## src/rtl/cp0.sv

```systemverilog
// CP0: minimal MIPS coprocessor 0 with SR, Cause, EPC and PRId.
// It raises a combinational flush/redirect request for interrupts and
// exceptions, and records the victim PC, delay-slot flag and cause code.
module cp0 (
    input  logic        clk,
    input  logic        reset,
    input  logic        en,
    input  logic [4:0]  cp0_addr,
    input  logic [31:0] cp0_in,
    output logic [31:0] cp0_out,
    input  logic [31:0] vpc,
    input  logic        bd_in,
    input  logic [4:0]  exc_code_in,
    input  logic        exc_clr,
    input  logic [5:0]  hw_int,
    output logic        req,
    output logic [31:0] epc_out
);

    localparam logic [4:0]  ADDR_SR    = 5'd12;
    localparam logic [4:0]  ADDR_CAUSE = 5'd13;
    localparam logic [4:0]  ADDR_EPC   = 5'd14;
    localparam logic [4:0]  ADDR_PRID  = 5'd15;
    localparam logic [31:0] PRID_VALUE = 32'h0042_5541;

    // Architectural state; only the implemented fields are stored.
    logic [5:0]  sr_im_q,     sr_im_d;
    logic        sr_exl_q,    sr_exl_d;
    logic        sr_ie_q,     sr_ie_d;
    logic        cause_bd_q,  cause_bd_d;
    logic [5:0]  cause_ip_q,  cause_ip_d;
    logic [4:0]  cause_exc_q, cause_exc_d;
    logic [31:0] epc_q,       epc_d;

    logic        int_req;
    logic        exc_req;
    logic        mtc0_sr;
    logic        mtc0_epc;
    logic [31:0] victim_epc;
    logic [31:0] sr_view;
    logic [31:0] cause_view;

    // A pending request is only recognised outside exception level.
    assign int_req = (|(hw_int & sr_im_q)) & sr_ie_q & ~sr_exl_q;
    assign exc_req = (exc_code_in != 5'd0) & ~sr_exl_q;
    // Gated by reset so the pipeline sees no request while held in reset.
    assign req     = reset & (int_req | exc_req);

    // A trap steals the cycle, so any same-cycle mtc0 is dropped.
    assign mtc0_sr  = en & ~req & (cp0_addr == ADDR_SR);
    assign mtc0_epc = en & ~req & (cp0_addr == ADDR_EPC);

    // Delay-slot victims restart at the branch; subtraction wraps mod 2^32.
    assign victim_epc = bd_in ? (vpc - 32'd4) : vpc;

    assign sr_view    = {16'd0, sr_im_q, 8'd0, sr_exl_q, sr_ie_q};
    assign cause_view = {cause_bd_q, 15'd0, cause_ip_q, 3'd0, cause_exc_q, 2'd0};
    assign epc_out    = epc_q;

    // mfc0 read mux straight off the registers (no write-through).
    always_comb begin
        cp0_out = 32'd0;
        case (cp0_addr)
            ADDR_SR:    cp0_out = sr_view;
            ADDR_CAUSE: cp0_out = cause_view;
            ADDR_EPC:   cp0_out = epc_q;
            ADDR_PRID:  cp0_out = PRID_VALUE;
            default:    cp0_out = 32'd0;
        endcase
    end

    // Next-state: trap entry outranks mtc0; eret outranks an mtc0 of EXL only.
    always_comb begin
        sr_im_d     = sr_im_q;
        sr_exl_d    = sr_exl_q;
        sr_ie_d     = sr_ie_q;
        cause_bd_d  = cause_bd_q;
        cause_ip_d  = hw_int;
        cause_exc_d = cause_exc_q;
        epc_d       = epc_q;
        if (req) begin
            sr_exl_d    = 1'b1;
            cause_bd_d  = bd_in;
            epc_d       = victim_epc;
            cause_exc_d = int_req ? 5'd0 : exc_code_in;
        end else begin
            if (mtc0_sr) begin
                sr_im_d  = cp0_in[15:10];
                sr_exl_d = cp0_in[1];
                sr_ie_d  = cp0_in[0];
            end
            if (mtc0_epc) begin
                epc_d = cp0_in;
            end
            if (exc_clr) begin
                sr_exl_d = 1'b0;
            end
        end
    end

    // State registers with asynchronous active-low clear.
    always_ff @(posedge clk or negedge reset) begin
        if (!reset) begin
            sr_im_q     <= 6'd0;
            sr_exl_q    <= 1'b0;
            sr_ie_q     <= 1'b0;
            cause_bd_q  <= 1'b0;
            cause_ip_q  <= 6'd0;
            cause_exc_q <= 5'd0;
            epc_q       <= 32'd0;
        end else begin
            sr_im_q     <= sr_im_d;
            sr_exl_q    <= sr_exl_d;
            sr_ie_q     <= sr_ie_d;
            cause_bd_q  <= cause_bd_d;
            cause_ip_q  <= cause_ip_d;
            cause_exc_q <= cause_exc_d;
            epc_q       <= epc_d;
        end
    end

endmodule

```

## config.mk

```make
export PLATFORM = sky130hd
export DESIGN_NAME = cp0
export DESIGN_NICKNAME = d
export VERILOG_FILES = /design/src/rtl/cp0.sv
export SDC_FILE = /design/constraint.sdc
export NUM_CORES = 1
export LEC_CHECK = 0
export ABC_AREA = 1
export CAP_MARGIN = 10
export CORE_UTILIZATION = 44
export CTS_CLUSTER_DIAMETER = 40
export CTS_CLUSTER_SIZE = 8
export DETAILED_ROUTE_END_ITERATION = 10
export PLACE_DENSITY = 0.91
export SYNTH_ARGS = -nofsm -noshare
export SYNTH_HDL_FRONTEND = slang
export SYNTH_SLANG_ARGS = --single-unit
```

## constraint.sdc

```tcl
create_clock -name clk -period 1.7 [get_ports clk]
set_input_delay 0.34 -clock clk [delete_from_list [all_inputs] [get_ports clk]]
set_output_delay 0.34 -clock clk [all_outputs]
set_load 0.01 [all_outputs]
```

; ---- Yosys cells after proc, flatten, opt, wreduce, memory -nomap -nowiden
; Index checks and enable logic that the tools add are counted.
[totals]
inputBits = 85
out_inout_bits = 65
regBits = 52
elab_cells = 36
[op_classes]
n_reduce_logical = 5
bitwise_logic = 11
n_eq_ne = 4
mux = 8
n_addsub = 1
[op_table]
columns = op, n
row1 = $pmux 32 s4, 1
row2 = $mux 32, 3
row3 = $sub 32x3->32 const B, 1
row4 = $eq 5x4->1 const B, 4
row5 = $and 1x1->1, 7
row6 = $and 6x6->6, 1
row7 = $reduce_or 6->1, 1
row8 = $mux 5, 1
row9 = $reduce_bool 5->1, 1
row10 = $mux 1, 3
row11 = $reduce_bool 3->1, 1
row12 = $not 1->1, 2
row13 = $reduce_and 2->1, 1
row14 = $reduce_bool 2->1, 1
row15 = $or 1x1->1, 1

; ---- Depth between registers and ports, before layout
[depth]
word_depth = 12
depth_mapped = 13
mapped_depth_nobuf = 13

; ---- Worst setup path after synthesis
; OpenSTA, ideal clock, no wires.
[synth_timing]
path_kind = input to output
startpoint = input cp0_addr[3]
endpoint = output cp0_out[1]
required_ns = 1.360
slack_ns = 0.219
path_buffers = 1
t_arrival_ns = 1.141
stages = 7
cell_sequence = nand2_1 nor2_4 nand2_4 inv_1 buf_2 nand2_1 o21ai_0
[synth_between]
elab_chain_len = 2
elab_cells_between_ends = 5
cone_classes = eq/ne: 4 / mux: 1
[synth_rtl]
columns = element, line_no
row1 = from (decl), 8  ; input logic [4:0] cp0_addr,
row2 = $eq 5x4->1, 63  ; case (cp0_addr)
row3 = $pmux 32 s4 (*), 63
row4 = to (decl), 10  ; output logic [31:0] cp0_out,
; Every way passes the cells marked *; elsewhere a longest branch is shown, timed or not.

; ---- Worst setup path after layout
[layout_timing]
startpoint = input exc_code_in[2]
endpoint = output req
[layout_between]
elab_chain_len = 4
[layout_rtl]
columns = element, line_no
row1 = from (decl), 13  ; input logic [4:0] exc_code_in,
row2 = $reduce_bool 5->1, 45  ; assign exc_req = (exc_code_in != 5'd0) & ~sr_exl_q;
row3 = $and 1x1->1, 45
row4 = $or 1x1->1, 47  ; assign req = reset & (int_req | exc_req);
row5 = $and 1x1->1, 47
row6 = to (decl), 16  ; output logic req,
; No other way between the ends.

==> results.md <==
Power and ir drop:
- The power density normalized to cell area is 688 nW/µm².
- The worst-case vdd ir drop is 0.000475 V.
- The internal power contribution is 2700 µW.
- For this design the static power due to leakage is 0.00319 µW.
- The share of total power dissipated in combinational logic is 0.422.
- The clock share of power is 0.169.
- The switching power as a share of total power is 0.356.
- Of the total power, registers draw 0.409.
- In this run the power spent charging and discharging nets is 1490 µW.
- Power comes to 4190 µW.

CTS:
- No sink is reached through more buffers than the 2 on the longest clock path.
- The clock transition at the registers of the reported paths is 100 ps.
- The clock insertion delay at the later pin of the skew report is 300 ps.
- The H-tree depth reported by CTS is 2.
- TritonCTS built the clock tree.
- The clock root buffer is sky130_fd_sc_hd__clkbuf_8.
- The TritonCTS buffer count is 5.
- The number of buffers added to fix hold violations after cts is 0.
- Clock tree synthesis found a total of 52 sinks.

Global routing:
- The number of global-route vias before repair is 4,504.
- The overall global routing resource usage is 0.311.
- Entering global routing, the biggest net connects 53 pins.
- The total global routing overflow is 0.
- The number of antenna violations at the first check in global routing came to 0.
- The wire length of the first global-routing pass is 21.2 mm.

Timing:
- Hold is met by 220 ps.
- At the pin with the least slew margin, the transition time is 666 ps.
- The final count of pins violating max slew is 0.
- The part of the cycle the worst path needs is 1.04.
- The upper clock frequency limit is 564 MHz.
- Setup repair after global routing could not meet its margin everywhere.
- The post-route clock skew is 5.35 ps.
- The worst path in the final design needs a cycle of 1770 ps, including I/O delays and setup.
- The count of endpoints failing hold in the final timing report is 0.
- The remaining max-slew budget at the tightest pin is 0.556.
- The number of endpoints failing setup at the final stage is 7.
- Across all setup checks in the final design, the least slack found is -71.9 ps.

Drt:
- The routed design has 13.9 mm of wire.
- The detailed-route via count is 4,719.
- The detailed-route wire length per cell is 15.4 µm.
- The via count normalized by instance count is 5.23.
- The first-pass iteration count of the detailed router is 9.
- For this run, design rule violations remaining after detail routing come to 0.
- The initial detailed-routing violation count is 455.
- The count of nets left with antenna violations once routing finished came out at 0.

Setup path:
- The maximum net fanout on the critical path is 2.
- The arrival time of data at the critical path endpoint is 1430 ps.
- The most frequent cell on the critical path is sky130_fd_sc_hd__nand2_4.
- The required time reported for the critical path endpoint is 1360 ps.
- The peak per-stage delay on the critical path is 430 ps.
- The worst setup path is launched from an input port.
- The worst setup path is captured at an output port.
- The critical path goes through clkdlybuf4s50_1 -> nor3_1 -> and2_1 -> nand2_4 -> nand2_4 -> inv_4 -> buf_6.
- The slowest cell on the critical path is sky130_fd_sc_hd__clkdlybuf4s50_1.
- By startpoint and endpoint, the worst setup path is classified as input port to output port.

Placement:
- The final weighted congestion in routability-driven placement is 0.979.
- In this run the tool buffered the top-level ports with 149 buffer cells.
- The total half-perimeter wirelength after legalization and detailed placement is 10.5 mm.
- The number of cells in the design after placement is 882.

Layout:
- Summing all flip-flop and latch instances after layout gives 1300 µm².
- At the end of the flow, the number of nets in the layout was 881.
- The final-layout fill cell count is 601.
- The final instance count without filler cells is 902.
- The utilization after layout is 0.745.
- Leaving out fill and tap cells, the most frequent cells in the layout are sky130_fd_sc_hd__nand2_1, sky130_fd_sc_hd__clkdlybuf4s50_1, sky130_fd_sc_hd__buf_4.
- The area of the multi-input gates is 2130 µm².
- In the final layout, the share of cells above drive strength 1 is 0.260.
- From synthesis to final layout, the design area changed by 65.0%.
- Leaving out fill and tap cells, the most frequent cell in the layout is sky130_fd_sc_hd__nand2_1.

Synthesis:
- The cell area after technology mapping is 3690 µm².
- Synthesis instantiated 32 different standard cells from the library.
- The synthesized netlist cell count is 566.
- The dominant combinational cell family by area after synthesis is simple AND/OR/NAND/NOR gates.
- The Yosys step of the flow raised 0 warnings.
- By area the synthesized netlist is led by sky130_fd_sc_hd__dfrtp_1, sky130_fd_sc_hd__nand2_1, sky130_fd_sc_hd__inv_1.
- The post-synthesis share of cell area spent on full adders, half adders and majority gates is 0.00339.
- The mux contribution to synthesized area is 0.
- The synthesized-area fraction occupied by ao, oa, aoi and oai cells came to 0.0915.
- The leading area contributor after synthesis is sky130_fd_sc_hd__dfrtp_1.
- Of the total synthesized cell area, the portion taken by XOR and XNOR cells is 0.0261.
- The post-synthesis sequential area ratio is 0.352.
- The simple-gate portion of the synthesized area is 0.419.
- The fraction of synthesized cell area taken by the top area cell type is 0.352.
- In this run, synthesis produced a sequential element count of 52.
- The net count after synthesis is 652.
- Each instance of the synthesized netlist takes up on average 6.52 µm².

Floorplan:
- The number of placement rows is 33.
- The floorplan step set the die width to 93.6 µm.
- The area of the core is 8180 µm².
- The initial core utilization is 0.452.
- The vertical die dimension is 93.6 µm.
- The floorplan die area is 8760 µm².
- The count of boundary I/O pins is 150.

Status:
- The flow ran to the end, but the final reports show violations.
- The final reports fail on negative setup slack.

Min path:
- The min-delay analysis places its worst path in the category input port to asynchronous set/reset pin.

Job:
- Max-cap violations in this run came to 0.
sequential cells by signal, summed over array words and instances (netlist names):
name,count
cause_bd_q,1
cause_exc_q,5
cause_ip_q,6
epc_out,32
sr_exl_q,1
sr_ie_q,1
sr_im_q,6
worst paths after layout:
path	startpoint	to	cells after the start	slack, ps
worst min register to register	epc_out[19]$_DFFE_PN0P_	epc_out[19]$_DFFE_PN0P_	2	520
worst max register to register	sr_im_q[1]$_DFFE_PN0P_	epc_out[2]$_DFFE_PN0P_	12	-40
worst min-delay path	reset	epc_out[24]$_DFFE_PN0P_	2	220
min in group clk	hw_int[3]	cause_ip_q[3]$_DFF_PN0_	1	290
worst max-delay path	exc_code_in[2]	req	7	-70
max in group asynchronous	reset	epc_out[18]$_DFFE_PN0P_	2	1040
area by class of cell:
class / instances / share of cell area
antenna: 1 / 0.000411
clock buffer: 5 / 0.0113
clock inverter: 3 / 0.00308
inverter: 79 / 0.0507
multi-input combinational: 420 / 0.350
sequential: 52 / 0.214
tap: 105 / 0.0216
timing repair buffer: 237 / 0.349
layer usage:
layer / wire, µm / part of all wire / vias to the layer above / track usage
met4: 480 / 0.034 / 0 / 0.123
met2: 6840 / 0.49 / 249 / 0.533
met1: 5670 / 0.41 / 2191 / 0.402
met5: 0 / 0 / - / 0
met3: 940 / 0.067 / 53 / 0.0317
li1: - / - / 2226 / -
kinds of logic after synthesis:
group	after synthesis
buffers and inverters	94
AND/OR/NAND/NOR	349
adder cells (fa/ha/maj)	1
flip-flops	52
AO/OA/AOI/OAI	59
XOR/XNOR	11
worst max-delay path: cells and delay by family:
family / cells / cell delay (ps)
and+or+nand+nor: 4 / 510
buffers and inverters: 3 / 580
power by group through the flow:
stage | sequential, µW | combinational [µW] | clock (µW)
floorplan | 1770 | 599 | 0
global placement | 1710 | 1610 | 0
detailed placement | 1730 | 1660 | 0
CTS | 1700 | 1690 | 720
global route | 1740 | 1920 | 770
finish | 1710 | 1770 | 709
Yosys cell counts:
| library cell | number |
|---|---|
| sky130_fd_sc_hd__inv_4 | 1 |
| sky130_fd_sc_hd__nand4_2 | 1 |
| sky130_fd_sc_hd__dfrtp_1 | 52 |
| sky130_fd_sc_hd__nand2_4 | 2 |
| sky130_fd_sc_hd__ha_1 | 1 |
| sky130_fd_sc_hd__buf_6 | 2 |
| sky130_fd_sc_hd__o21ai_0 | 20 |
| sky130_fd_sc_hd__nor2_4 | 7 |
| sky130_fd_sc_hd__o21ai_2 | 5 |
| sky130_fd_sc_hd__nand2_1 | 200 |
| sky130_fd_sc_hd__o211ai_1 | 1 |
| sky130_fd_sc_hd__nand3_4 | 1 |
| sky130_fd_sc_hd__a21oi_2 | 5 |
| sky130_fd_sc_hd__inv_1 | 71 |
| sky130_fd_sc_hd__buf_1 | 1 |
| sky130_fd_sc_hd__o21bai_1 | 1 |
| sky130_fd_sc_hd__o21ai_1 | 26 |
| sky130_fd_sc_hd__nor2_2 | 6 |
| sky130_fd_sc_hd__buf_2 | 7 |
| sky130_fd_sc_hd__inv_2 | 7 |
| sky130_fd_sc_hd__xnor2_1 | 2 |
| sky130_fd_sc_hd__xor2_1 | 9 |
| sky130_fd_sc_hd__nand2_2 | 5 |
| sky130_fd_sc_hd__nand4_1 | 10 |
| sky130_fd_sc_hd__nor3_1 | 4 |
| sky130_fd_sc_hd__nand3b_1 | 1 |
| sky130_fd_sc_hd__a21oi_1 | 1 |
| sky130_fd_sc_hd__nor2_1 | 59 |
| sky130_fd_sc_hd__and2_1 | 3 |
| sky130_fd_sc_hd__buf_4 | 5 |
| sky130_fd_sc_hd__nand3_1 | 49 |
| sky130_fd_sc_hd__nor2_8 | 1 |
timing repair:
action                     4_1_cts  5_1_grt
hold endpoints to repair         0        0
setup endpoints to repair       79       64
gates resized for setup        174       48
gates cloned                     0        2
pin swaps                       18       16
buffers inserted                 8        1
stage by stage:
stage	cell area, µm²	setup WS, ps	setup TNS [ps]
6_report	6090	-71.9	-193
5_1_grt	6090	-161	-2820
4_1_cts	5920	-60.6	-60.6
3_5_place_dp	5810	-707	-42750
3_3_place_gp	5810	-627	-35740
2_1_floorplan	3690	219	0
Power figures use the tool's default switching activity.
